==> src/rtl/seq_shifter.sv <==
// Multi-cycle shift unit: SLL/SRL/SRA one bit per clock under a start/busy/done handshake.
// Define SEQ_SHIFTER_ROTATE_EN to build mode 11 as rotate-right; otherwise mode 11 passes num through.
module seq_shifter #(
   parameter int WIDTH = 32,
   parameter int SHW   = 5    // must equal $clog2(WIDTH)
) (
   input  logic             clk_i,
   input  logic             rst_n_i,
   input  logic             start_i,
   input  logic [1:0]       mode_i,
   input  logic [WIDTH-1:0] num_i,
   input  logic [SHW-1:0]   shamt_i,
   output logic             busy_o,
   output logic             done_o,
   output logic [WIDTH-1:0] result_o
);

   localparam logic [1:0] M_SLL = 2'b00;
   localparam logic [1:0] M_SRL = 2'b01;
   localparam logic [1:0] M_SRA = 2'b10;
   localparam logic [1:0] M_ROR = 2'b11;

   typedef enum logic [1:0] {IDLE, SHIFT, DONE} state_t;

   state_t           state_q, state_d;
   logic [SHW-1:0]   cnt_q, cnt_d;
   logic [1:0]       mode_q, mode_d;
   logic [WIDTH-1:0] result_q, result_d;
   logic [WIDTH-1:0] step;
   logic             pass;

   always_ff @(posedge clk_i) begin
      if (!rst_n_i) begin
         state_q  <= IDLE;
         cnt_q    <= '0;
         mode_q   <= M_SLL;
         result_q <= '0;
      end else begin
         state_q  <= state_d;
         cnt_q    <= cnt_d;
         mode_q   <= mode_d;
         result_q <= result_d;
      end
   end

   // Single-bit step on the working value, selected by the latched mode
   always_comb begin
      step = result_q;
      case (mode_q)
         M_SLL:   step = {result_q[WIDTH-2:0], 1'b0};
         M_SRL:   step = {1'b0, result_q[WIDTH-1:1]};
         M_SRA:   step = {result_q[WIDTH-1], result_q[WIDTH-1:1]};
`ifdef SEQ_SHIFTER_ROTATE_EN
         M_ROR:   step = {result_q[0], result_q[WIDTH-1:1]};
`endif
         default: step = result_q;
      endcase
   end

   always_comb begin
      state_d  = state_q;
      cnt_d    = cnt_q;
      mode_d   = mode_q;
      result_d = result_q;
      pass     = 1'b0;
      case (state_q)
         IDLE, DONE: begin
            if (start_i) begin
               result_d = num_i;
               mode_d   = mode_i;
               cnt_d    = shamt_i;
               pass     = (shamt_i == '0);
`ifndef SEQ_SHIFTER_ROTATE_EN
               // Without rotate support, mode 11 completes immediately as a zero shift
               if (mode_i == M_ROR) begin
                  pass  = 1'b1;
                  cnt_d = '0;
               end
`endif
               state_d = pass ? DONE : SHIFT;
            end else begin
               state_d = IDLE;
            end
         end
         SHIFT: begin
            result_d = step;
            cnt_d    = cnt_q - SHW'(1);
            if (cnt_q == SHW'(1)) state_d = DONE;
         end
         default: state_d = IDLE;
      endcase
   end

   assign busy_o   = (state_q == SHIFT);
   assign done_o   = (state_q == DONE);
   assign result_o = result_q;

endmodule

==> config.mk <==
export PLATFORM = sky130hd
export DESIGN_NAME = seq_shifter
export DESIGN_NICKNAME = d
export VERILOG_FILES = /design/src/rtl/seq_shifter.sv
export SDC_FILE = /design/constraint.sdc
export NUM_CORES = 1
export LEC_CHECK = 0
export BUFFER_PORTS_ARGS = -buffer_cell sky130_fd_sc_hd__buf_4
export CORE_MARGIN = 2
export CORE_UTILIZATION = 45
export DETAILED_ROUTE_END_ITERATION = 8
export PLACE_DENSITY = 0.75
export SLEW_MARGIN = 10
export SYNTH_ARGS = -nofsm -noshare
export SYNTH_HDL_FRONTEND = slang
export SYNTH_SLANG_ARGS = --single-unit
==> constraint.sdc <==
create_clock -name clk_i -period 2.7 [get_ports clk_i]
set_input_delay 0.405 -clock clk_i [delete_from_list [all_inputs] [get_ports clk_i]]
set_output_delay 0.405 -clock clk_i [all_outputs]
set_load 0.03 [all_outputs]
==> run summary, run 1 <==
Run status = completed
Post-CTS resize count = 0
Port bufs = 75
Max-Cap Viols = 0
Drt total wl = 5518 um
Gr usage total = 0.2168
Max-slew headroom = 0.5988
Mapped Cells = 222
Core area = 4384 sq um
DR WL/cell = 16.13 um
CTS max path bufs = 2
DP Cell Count = 334
Crit-path cells = inv_1, ha_1, buf_4, nor2_1, o21ai_1, nand2_1, buf_12, o2bb2ai_1
Post-synthesis sequential area ratio = 0.3966
Vias in the first global route = 1924
Overall Power = 0.001678 W
CP Max Fanout = 32
DRT Pass-1 Iters = 4
Worst min path class = in2reg
Die Height = 71.82 um
Clock Sinks = 41
Final Util = 0.6330
Largest net degree at the start of global routing = 33
Residual DRC = 0
Startpoint types = flip-flop
Largest area contributor in the netlist = dfxtp_1
Global route overflow = 0
Reg clk slew, reported paths = 0.08 ns
Post-cts hold buffer count = 0
Syn nets = 269
Vias/cell = 6.175
Crit path arrival time = 2.48 ns
Synth unique cells = 30
EDFF count, synth = 0
Crit path largest cell delay = 0.37 ns
Max Fclk = 0.4440 GHz
Least-Margin Pin Slew = 0.6012 ns
Via Count = 2112
CTS tree = yes
Synth top area share = 0.3966
Clk Latency, worst-skew pair = 0.29 ns
Clock Skew = 0.006418 ns
Async S/R FF share, synth = 0
CP max-delay cell = dfxtp_1
Slew Limit Fails = 0
Placer Congestion = 0.8776
WHS = 0.3778 ns
FF-to-FF path depth = 8
Fin crit share = 0.8342
Endpoint, Worst Hold = cnt_q[0]$_SDFFE_PN0P_
FP Rows = 24
Final hold vios = 0
Setup TNS = 0 ns
Antenna diode count = 0
Cell Count, Final, Fillers Out = 342
Initial antenna violation count = 0
Main synth FF type = dfxtp_1
Hold path startpoint = shamt_i[0]
Full die area = 5157 sq um
FF-to-FF Start = mode_q[0]$_SDFFE_PN0P_
Unrepaired setup endpoints after global routing = false
Synth area leaders = dfxtp_1 (40%), a221oi_1 (14%), o2bb2ai_1 (13%)
Reg2reg setup slack = 0.45 ns
#FFs+latches synth = 41
First-pass GRT wire length = 9059 um
DR iter-0 viols = 137
Detailed Place HPWL = 3870 um
Synthesized area per cell = 9.322 sq um
Setup violators final = 0
CTS Root Cell = clkbuf_8
Post-DRT Antenna Nets = 0
Share of layout cells above drive strength 1 = 0.3276
Crit path required time = 2.93 ns
H-tree levels = 2
Final nets = 336
Ys Warns = 0
Synthesized area = 2069 sq um
Final min period = 2.252 ns
Critical path class = reg2reg
# Post-CTS Setup Buffers = 0
Area added between synthesis and finish = 34.10%
Critical Path End Type = flip-flop
Initial core utilization = 0.4720
Hold depth = 3
Num ports = 76
Reg-to-Reg End = result_o[27]$_SDFFE_PN0P_
Maximum vdd drop = 269.5 uV
Die W = 71.82 um
CTS Buf Count = 5
Pwr Density = 604.5 nW/um^2
P_leak = 1.101 nW
-- area by class of cell --
cell class | count | area (sq um)
fill | 382 | 1609
multi-input combinational | 153 | 1137
sequential | 41 | 820.8
timing repair buffer | 82 | 628.1
clock buffer | 7 | 96.34
tap | 52 | 65.06
inverter | 6 | 22.52
clock inverter | 1 | 5.005
-- sequential cells by signal, summed over array words and instances (netlist names) --
signal    flops
cnt_q         5
mode_q        2
result_o     32
state_q       2
-- worst max-delay path: cells and delay by family (launching register included) --
kind / cells / cell delay [ns]
AOI/OAI and AO/OA: 2 / 0.39
adders and majority gates: 1 / 0.30
DFF: 1 / 0.37
and+or+nand+nor: 2 / 0.45
buffers and inverters: 3 / 0.67
-- worst max-delay path by stage --
stage	from	to
finish	mode_q[0]$_SDFFE_PN0P_	result_o[27]$_SDFFE_PN0P_
CTS	mode_q[0]$_SDFFE_PN0P_	result_o[27]$_SDFFE_PN0P_
global placement	mode_q[0]$_SDFFE_PN0P_	result_o[22]$_SDFFE_PN0P_
global route	mode_q[0]$_SDFFE_PN0P_	result_o[23]$_SDFFE_PN0P_
detailed placement	mode_q[0]$_SDFFE_PN0P_	result_o[27]$_SDFFE_PN0P_
floorplan	mode_q[0]$_SDFFE_PN0P_	result_o[10]$_SDFFE_PN0P_
-- cells by family (layout without fill, tap and decap cells) --
kind of cell	Yosys count	count (layout)	share of synthesized area
adder cells (fa/ha/maj)	5	5	0.03023
flip-flops	41	41	0.3966
AND/OR/NAND/NOR	61	61	0.1777
AO/OA/AOI/OAI	87	87	0.3380
buffers and inverters	28	96	0.05744
-- where the power goes --
group	internal (W)	switching (W)	leakage, nW	total [W]
clock network	0.000231	0.000217	0.0542	0.000448
registers	0.000668	0.0000622	0.337	0.000730
logic	0.000213	0.000286	0.709	0.000499
total	0.00111	0.000565	1.10	0.00168
-- synthesized netlist by cell type, types with 2 or more instances --
cell type and instances:
clkbuf_1 13, ha_1 5, o21ai_0 4, a221oi_1 32, nor2_1 11, nor2b_1 2
buf_2 8, nand2_1 9, nor3b_1 31, nor3_1 2, o2bb2ai_1 30, inv_1 5
a21oi_1 12, dfxtp_1 41, nand2b_1 2
-- routing by layer --
layer,wire (um),share of wire,vias up,GRT usage
met5,0,0,-,0
met4,51,0.0092,0,0.06289
met3,389,0.070,7,0.05767
met2,2448,0.44,73,0.3302
met1,2629,0.48,1016,0.3017
li1,-,-,1016,-
-- through the flow --
step / setup WS [ns] / cell area [sq um]
CTS: 0.4242 / 2775
global route: 0.2157 / 2775
finish: 0.4477 / 2775
detailed placement: 0.4494 / 2674
global placement: 0.5868 / 2674
floorplan: 1.032 / 2069
-- cells in the final DEF, fill, tap and decap left out, drive strengths merged, types with 6 or more instances in the layout --
master / count
inv: 6
nor3b: 31
a21oi: 12
nand2: 9
dfxtp: 41
clkbuf: 7
buf: 82
o2bb2ai: 30
nor2: 11
a221oi: 32
(Power assumes the default switching activity.)
==> run 2, diff against run 1 <==
==> constraint.sdc (replaced) <==
create_clock -name clk_i -period 2.2 [get_ports clk_i]
set_input_delay 0.33 -clock clk_i [delete_from_list [all_inputs] [get_ports clk_i]]
set_output_delay 0.33 -clock clk_i [all_outputs]
set_load 0.03 [all_outputs]
==> run 2 against run 1 <==
Compared with the run above:
- sequential share of layout area decreased by 0.32 points
- register-to-register slack got worse by 0.22 ns
- non-clock buffer count increased by 2
- power increased by 29%
- fmax increased by 14%
- sequential power increased by 23%
- global-route usage increased by 0.64 points
- clock power increased by 42%
- largest power group unchanged
- clock skew about the same
- first-iteration DRC count increased by 66%
- combinational power increased by 25%
==> run summary, run 2 (same netlist as run 1, synthesis figures left out) <==
CP max-delay cell = dfxtp_1
Reg2reg setup slack = 0.23 ns (-0.22 ns)
Most frequent CP cell = buf_4
Detailed Place HPWL = 3890 um (+0.52%)
Post-DRT Antenna Nets = 0 (unchanged)
CTS tree = yes
Drt total wl = 5656 um (+2.5%)
Initial antenna violation count = 0 (unchanged)
Via Count = 2117 (+0.24%)
Vias/cell = 6.154 (-0.35%)
H-tree levels = 2 (unchanged)
Setup TNS = 0 ns (unchanged)
Post-CTS resize count = 0 (unchanged)
Slew Limit Fails = 0 (unchanged)
DRT Pass-1 Iters = 4 (unchanged)
CP Max Fanout = 31 (-3.1%)
Port bufs = 75 (unchanged)
Largest net degree at the start of global routing = 43 (+30%)
FP Rows = 24 (unchanged)
Endpoint, Worst Hold = cnt_q[1]$_SDFFE_PN0P_
Critical Path End Type = flip-flop
Most common cell after layout, fill and taps aside = buf_4
DP Cell Count = 336 (+0.60%)
Reg-to-Reg End = result_o[10]$_SDFFE_PN0P_
Overall Power = 0.002158 W (+29%)
Startpoint types = flip-flop
Crit path arrival time = 2.20 ns (-0.28 ns)
Full die area = 5157 sq um (unchanged)
Clock Skew = 0.006014 ns (-0.0004041 ns)
Num ports = 76 (unchanged)
CTS Buf Count = 5 (unchanged)
Least-Margin Pin Slew = 0.4520 ns (-0.1492 ns)
DR WL/cell = 16.44 um (+1.9%)
Die W = 71.82 um (unchanged)
Crit path required time = 2.43 ns (-0.50 ns)
Crit-path cells = inv_1, ha_1, buf_4, o21ai_0, nor2_2, buf_4, a221oi_1, o2bb2ai_1
Worst min path class = in2reg
Most frequent cells in the layout = buf_4 (83), dfxtp_1 (41), a221oi_1 (32)
Gr usage total = 0.2232 (+0.006422)
# Post-CTS Setup Buffers = 0 (unchanged)
Clk Latency, worst-skew pair = 0.30 ns (about the same)
Residual DRC = 0 (unchanged)
CTS Root Cell = clkbuf_8
Unrepaired setup endpoints after global routing = false
Max-Cap Viols = 0 (unchanged)
Fin crit share = 0.8943 (+0.06014)
Pwr Density = 769.4 nW/um^2 (+27%)
Placer Congestion = 0.8900 (+1.4%)
Vias in the first global route = 1937 (+0.68%)
Final hold vios = 0 (unchanged)
Maximum vdd drop = 467.7 uV (+74%)
Setup violators final = 0 (unchanged)
Area added between synthesis and finish = 35.55%
Die Height = 71.82 um (unchanged)
Run status = completed
Crit path largest cell delay = 0.37 ns (about the same)
Core area = 4384 sq um (unchanged)
Final nets = 338 (+0.60%)
Antenna diode count = 0 (unchanged)
Critical path class = reg2reg
CTS max path bufs = 2 (unchanged)
FF-to-FF path depth = 8 (unchanged)
Global route overflow = 0 (unchanged)
Max reg flops = 32 (unchanged)
Initial core utilization = 0.4720 (unchanged)
Fillcell total = 390 (+2.1%)
Post-cts hold buffer count = 0 (unchanged)
Reg clk slew, reported paths = 0.08 ns (about the same)
Setup crit start = mode_q[1]$_SDFFE_PN0P_
P_leak = 1.115 nW (+1.3%)
Hold depth = 3 (unchanged)
Max-slew headroom = 0.6979 (+0.09916)
DR iter-0 viols = 228 (+66%)
Final Util = 0.6398 (+0.006849)
Share of layout cells above drive strength 1 = 0.3288 (+0.001181)
Final min period = 1.968 ns (-0.2848 ns)
Clock Sinks = 41 (unchanged)
Hold path startpoint = shamt_i[1]
FF-to-FF Start = mode_q[1]$_SDFFE_PN0P_
Cell Count, Final, Fillers Out = 344 (+0.58%)
Max Fclk = 0.5083 GHz (+14%)
First-pass GRT wire length = 9259 um (+2.2%)
## run 2: cell count changes in the layout (fill, tap and decap cells not counted), sizes merged
cell,previous run,this run
buf,82,84
bufinv,0,1
clkinv,1,0
## run 2: worst max-delay path, delay by kind of cell, from the launching register on
kind | cells | cell delay, ns
buf+inv | 3 | 0.62
fa+ha+maj | 1 | 0.31
simple gates | 1 | 0.11
compound gates | 3 | 0.46
flops | 1 | 0.37
## run 2: stage by stage
| step | hold slack (ns) | area (sq um) | worst slack, ns |
|---|---|---|---|
| 6_report | 0.2983 | 2805 | 0.2325 |
| 5_1_grt | 0.3059 | 2805 | 0.04636 |
| 4_1_cts | 0.3009 | 2805 | 0.2596 |
| 3_5_place_dp | 0.4780 | 2689 | 0.2847 |
| 3_3_place_gp | 0.4710 | 2689 | 0.3755 |
| 2_1_floorplan | 0.4530 | 2069 | 0.5324 |
## run 2: how the worst max path moves through the flow
stage	end	slack, ns	depth (start not counted)
2_1_floorplan	result_o[10]$_SDFFE_PN0P_	0.53	8
4_1_cts	result_o[7]$_SDFFE_PN0P_	0.26	8
3_3_place_gp	result_o[12]$_SDFFE_PN0P_	0.38	7
3_5_place_dp	result_o[10]$_SDFFE_PN0P_	0.28	8
5_1_grt	result_o[10]$_SDFFE_PN0P_	0.05	8
6_report	result_o[10]$_SDFFE_PN0P_	0.23	8
## run 2: metal layers
layer | vias to the layer above | share of wire | wire, um | global-route usage
li1 | 1018 | - | - | -
met1 | 987 | 0.44 | 2474 | 0.3063
met2 | 104 | 0.46 | 2590 | 0.3385
met3 | 8 | 0.094 | 534 | 0.07173
met4 | 0 | 0.0099 | 56 | 0.06080
met5 | - | 0 | 0 | 0
## run 2: cell type report
| class | count | area, sq um | share of cell area |
|---|---|---|---|
| repair buffers | 84 | 643.1 | 0.2293 |
| flip-flops and latches | 41 | 820.8 | 0.2926 |
| clock buffers | 7 | 86.33 | 0.03078 |
| inverters | 6 | 22.52 | 0.008029 |
| clock inverters | 1 | 30.03 | 0.01070 |
| well taps | 52 | 65.06 | 0.02319 |
| multi-input cells | 153 | 1137 | 0.4054 |
## run 2: where the power goes
part | switching, W | leakage (nW) | total (W) | internal, W
logic | 0.000357 | 0.719 | 0.000624 | 0.000268
registers | 0.0000791 | 0.337 | 0.000899 | 0.000820
clock network | 0.000265 | 0.0585 | 0.000635 | 0.000370
total | 0.000700 | 1.12 | 0.00216 | 0.00146
==> run 3, diff against run 2 <==
--- a/config.mk
+++ b/config.mk
@@ -5,11 +5,12 @@
 export SDC_FILE = /design/constraint.sdc
 export NUM_CORES = 1
 export LEC_CHECK = 0
+export ABC_AREA = 1
 export BUFFER_PORTS_ARGS = -buffer_cell sky130_fd_sc_hd__buf_4
 export CORE_MARGIN = 2
 export CORE_UTILIZATION = 45
 export DETAILED_ROUTE_END_ITERATION = 8
-export PLACE_DENSITY = 0.75
+export PLACE_DENSITY = 0.71
 export SLEW_MARGIN = 10
 export SYNTH_ARGS = -nofsm -noshare
 export SYNTH_HDL_FRONTEND = slang
==> run 3 against run 2 <==
Compared with the run above:
- setup slack better by 0.15 ns
- first-iteration DRC count fell by 49%
- die area increased by 40%
- utilization fell by 7.8 points
- sequential cell count unchanged
- power increased by 15%
- critical endpoint is now result_o[15]$_SDFFE_PN0P_
==> run summary, run 3 <==
Run status = completed
FF-to-FF path depth = 8 (unchanged)
Initial antenna violation count = 0 (unchanged)
CTS Buf Count = 5 (unchanged)
Final min period = 1.815 ns (-0.1528 ns)
Full die area = 7223 sq um (+40%)
Clk Latency, worst-skew pair = 0.29 ns (about the same)
Max Fclk = 0.5510 GHz (+8.4%)
Maximum vdd drop = 294.0 uV (-37%)
Most frequent CP cell = nor2_1
Critical path class = reg2reg
Met3 GRT Util = 0.03696 (-0.03476)
Hold path startpoint = mode_i[1]
Pwr Density = 696.4 nW/um^2 (-9.5%)
Clock Skew = 0.006360 ns (+0.0003466 ns)
Commonest cells in the netlist = nand2_1 (182), nor2_1 (109), inv_1 (77)
Reg-to-Reg End = result_o[15]$_SDFFE_PN0P_
Synth top area share = 0.2781 (-0.1185)
Least-Margin Pin Slew = 0.6079 ns (+0.1559 ns)
Crit path largest cell delay = 0.47 ns (+0.10 ns)
WHS = 0.3407 ns (+0.04242 ns)
CTS max path bufs = 2 (unchanged)
Clock Sinks = 41 (unchanged)
Initial core utilization = 0.4648 (-0.007204)
Num ports = 76 (unchanged)
Gr usage total = 0.1999 (-0.02328)
FF-to-FF Start = mode_q[0]$_SDFFE_PN0P_
Most common cell after layout, fill and taps aside = nand2_1
GR peak layer = met2
#FFs+latches synth = 41 (unchanged)
CTS tree = yes
Residual DRC = 0 (unchanged)
Post-DRT Antenna Nets = 0 (unchanged)
GRT met2 Usage = 0.3409 (+0.002432)
Slew Limit Fails = 0 (unchanged)
Most frequent cells in the layout = nand2_1 (182), nor2_1 (109), buf_4 (79)
Area added between synthesis and finish = 20.86%
Max-Cap Viols = 0 (unchanged)
Crit-path cells = inv_1, ha_2, buf_4, nor2_1, nor2_1, nand2_1, a21oi_1, nor2_1
Max reg flops = 32 (unchanged)
Antenna diode count = 0 (unchanged)
Final nets = 644 (+91%)
FP Rows = 29 (+21%)
EDFF count, synth = 0 (unchanged)
DRT Pass-1 Iters = 5 (+1)
# Post-CTS Setup Buffers = 0 (unchanged)
Max-slew headroom = 0.5948 (-0.1032)
Crit path capture = result_o[15]$_SDFFE_PN0P_
Reg clk slew, reported paths = 0.08 ns (about the same)
Drt total wl = 7039 um (+24%)
Largest area contributor in the netlist = dfxtp_1
Setup crit start = mode_q[0]$_SDFFE_PN0P_
CP Max Fanout = 60 (+94%)
P_leak = 2.025 nW (+82%)
Port bufs = 75 (unchanged)
Global route overflow = 0 (unchanged)
Count leader, synth = nand2_1
Unrepaired setup endpoints after global routing = false
Detailed Place HPWL = 4774 um (+23%)
CP max-delay cell = buf_4
Crit path required time = 2.39 ns (-0.04 ns)
Share of layout cells above drive strength 1 = 0.2064 (-0.1224)
Vias in the first global route = 2790 (+44%)
Synthesized area = 2952 sq um (+43%)
Vias/cell = 4.569 (-26%)
Final hold vios = 0 (unchanged)
Largest net degree at the start of global routing = 63 (+47%)
Post-synthesis sequential area ratio = 0.2781 (-0.1185)
Via Count = 3075 (+45%)
Synth unique cells = 20 (-33%)
Crit path arrival time = 2.01 ns (-0.19 ns)
Setup violators final = 0 (unchanged)
Ys Warns = 0 (unchanged)
Worst min path class = in2reg
Synth area leaders = dfxtp_1 (28%), nand2_1 (23%), nor2_1 (14%)
Critical Path End Type = flip-flop
H-tree levels = 2 (unchanged)
Die Height = 84.99 um (+18%)
Mapped Cells = 537 (+140%)
Startpoint types = flip-flop
Post-CTS resize count = 0 (unchanged)
DR WL/cell = 10.46 um (-36%)
Placer Congestion = 0.7937 (-11%)
Met1 Use GR = 0.2513 (-0.05494)
CTS Root Cell = clkbuf_8
Reg2reg setup slack = 0.39 ns (+0.15 ns)
DR iter-0 viols = 117 (-49%)
Async S/R FF share, synth = 0 (unchanged)
Fillcell total = 663 (+70%)
Synthesized area per cell = 5.496 sq um (-41%)
Syn nets = 584 (+120%)
First-pass GRT wire length = 11960 um (+29%)
Post-cts hold buffer count = 0 (unchanged)
Core area = 6350 sq um (+45%)
Fin crit share = 0.8249 (-0.06945)
Main synth FF type = dfxtp_1
Setup TNS = 0 ns (unchanged)
Die W = 84.99 um (+18%)
run 3: cell types whose count changed in the layout (fill, tap and decap cells not counted), moves of 31 or more:
cell	previous run	this run
nor3b_1	31	0
nor2_1	9	109
or2_2	0	31
inv_1	5	77
nand2_1	9	182
a221oi_1	32	0
run 3: metal layers:
layer,vias up,part of all wire
li1,1693,-
met1,1296,0.47
met2,80,0.46
met3,6,0.053
met4,0,0.011
met5,-,0
run 3: power breakdown:
group / switching [W] / leakage [nW] / total, W / internal (W)
Clock: 0.000267 / 0.0399 / 0.000476 / 0.000209
Sequential: 0.0000861 / 0.341 / 0.000933 / 0.000847
Combinational: 0.000679 / 1.64 / 0.00108 / 0.000396
Total: 0.00103 / 2.02 / 0.00248 / 0.00145
run 3: area by class of cell:
class	instances	area, sq um	area share
Clock buffer	5	68.82	0.01929
Clock inverter	1	5.005	0.001403
Inverter	79	296.5	0.08313
Multi-Input combinational cell	391	1687	0.4728
Sequential cell	41	820.8	0.2301
Tap cell	77	96.34	0.02701
Timing Repair Buffer	79	593.1	0.1663
run 3: logic make-up (layout without fill, tap and decap cells):
group | after synthesis | after routing | share of synthesized area
AO/OA/AOI/OAI | 43 | 43 | 0.07376
flip-flops | 41 | 41 | 0.2781
buffers and inverters | 105 | 164 | 0.1513
adder cells (fa/ha/maj) | 5 | 5 | 0.02120
AND/OR/NAND/NOR | 343 | 343 | 0.4756
run 3: worst min path at each step:
stage	to	cells past startpoint
3_3_place_gp	mode_q[1]$_SDFFE_PN0P_	2
3_5_place_dp	result_o[31]$_SDFFE_PN0P_	2
2_1_floorplan	mode_q[1]$_SDFFE_PN0P_	2
4_1_cts	mode_q[1]$_SDFFE_PN0P_	3
5_1_grt	result_o[8]$_SDFFE_PN0P_	4
6_report	mode_q[1]$_SDFFE_PN0P_	3
run 3: per-stage QoR:
stage / utilization / cell area, sq um / setup WS, ns / total power (W) / std cells
6_report: 0.5618 / 3567 / 0.3852 / 0.002484 / 673
4_1_cts: 0.5618 / 3567 / 0.3697 / 0.002514 / 673
2_1_floorplan: - / 2952 / 0.7059 / 0.001741 / 537
3_3_place_gp: 0.5501 / 3493 / 0.4321 / 0.002015 / 667
3_5_place_dp: 0.5501 / 3493 / 0.3804 / 0.002031 / 667
5_1_grt: 0.5618 / 3567 / 0.1700 / 0.002676 / 673
run 3: critical path, delay by kind of cell, from the launching register on:
family / cells / cell delay, ns
fa+ha+maj: 1 / 0.32
flops: 1 / 0.34
buf+inv: 2 / 0.55
compound gates: 1 / 0.17
simple gates: 4 / 0.33
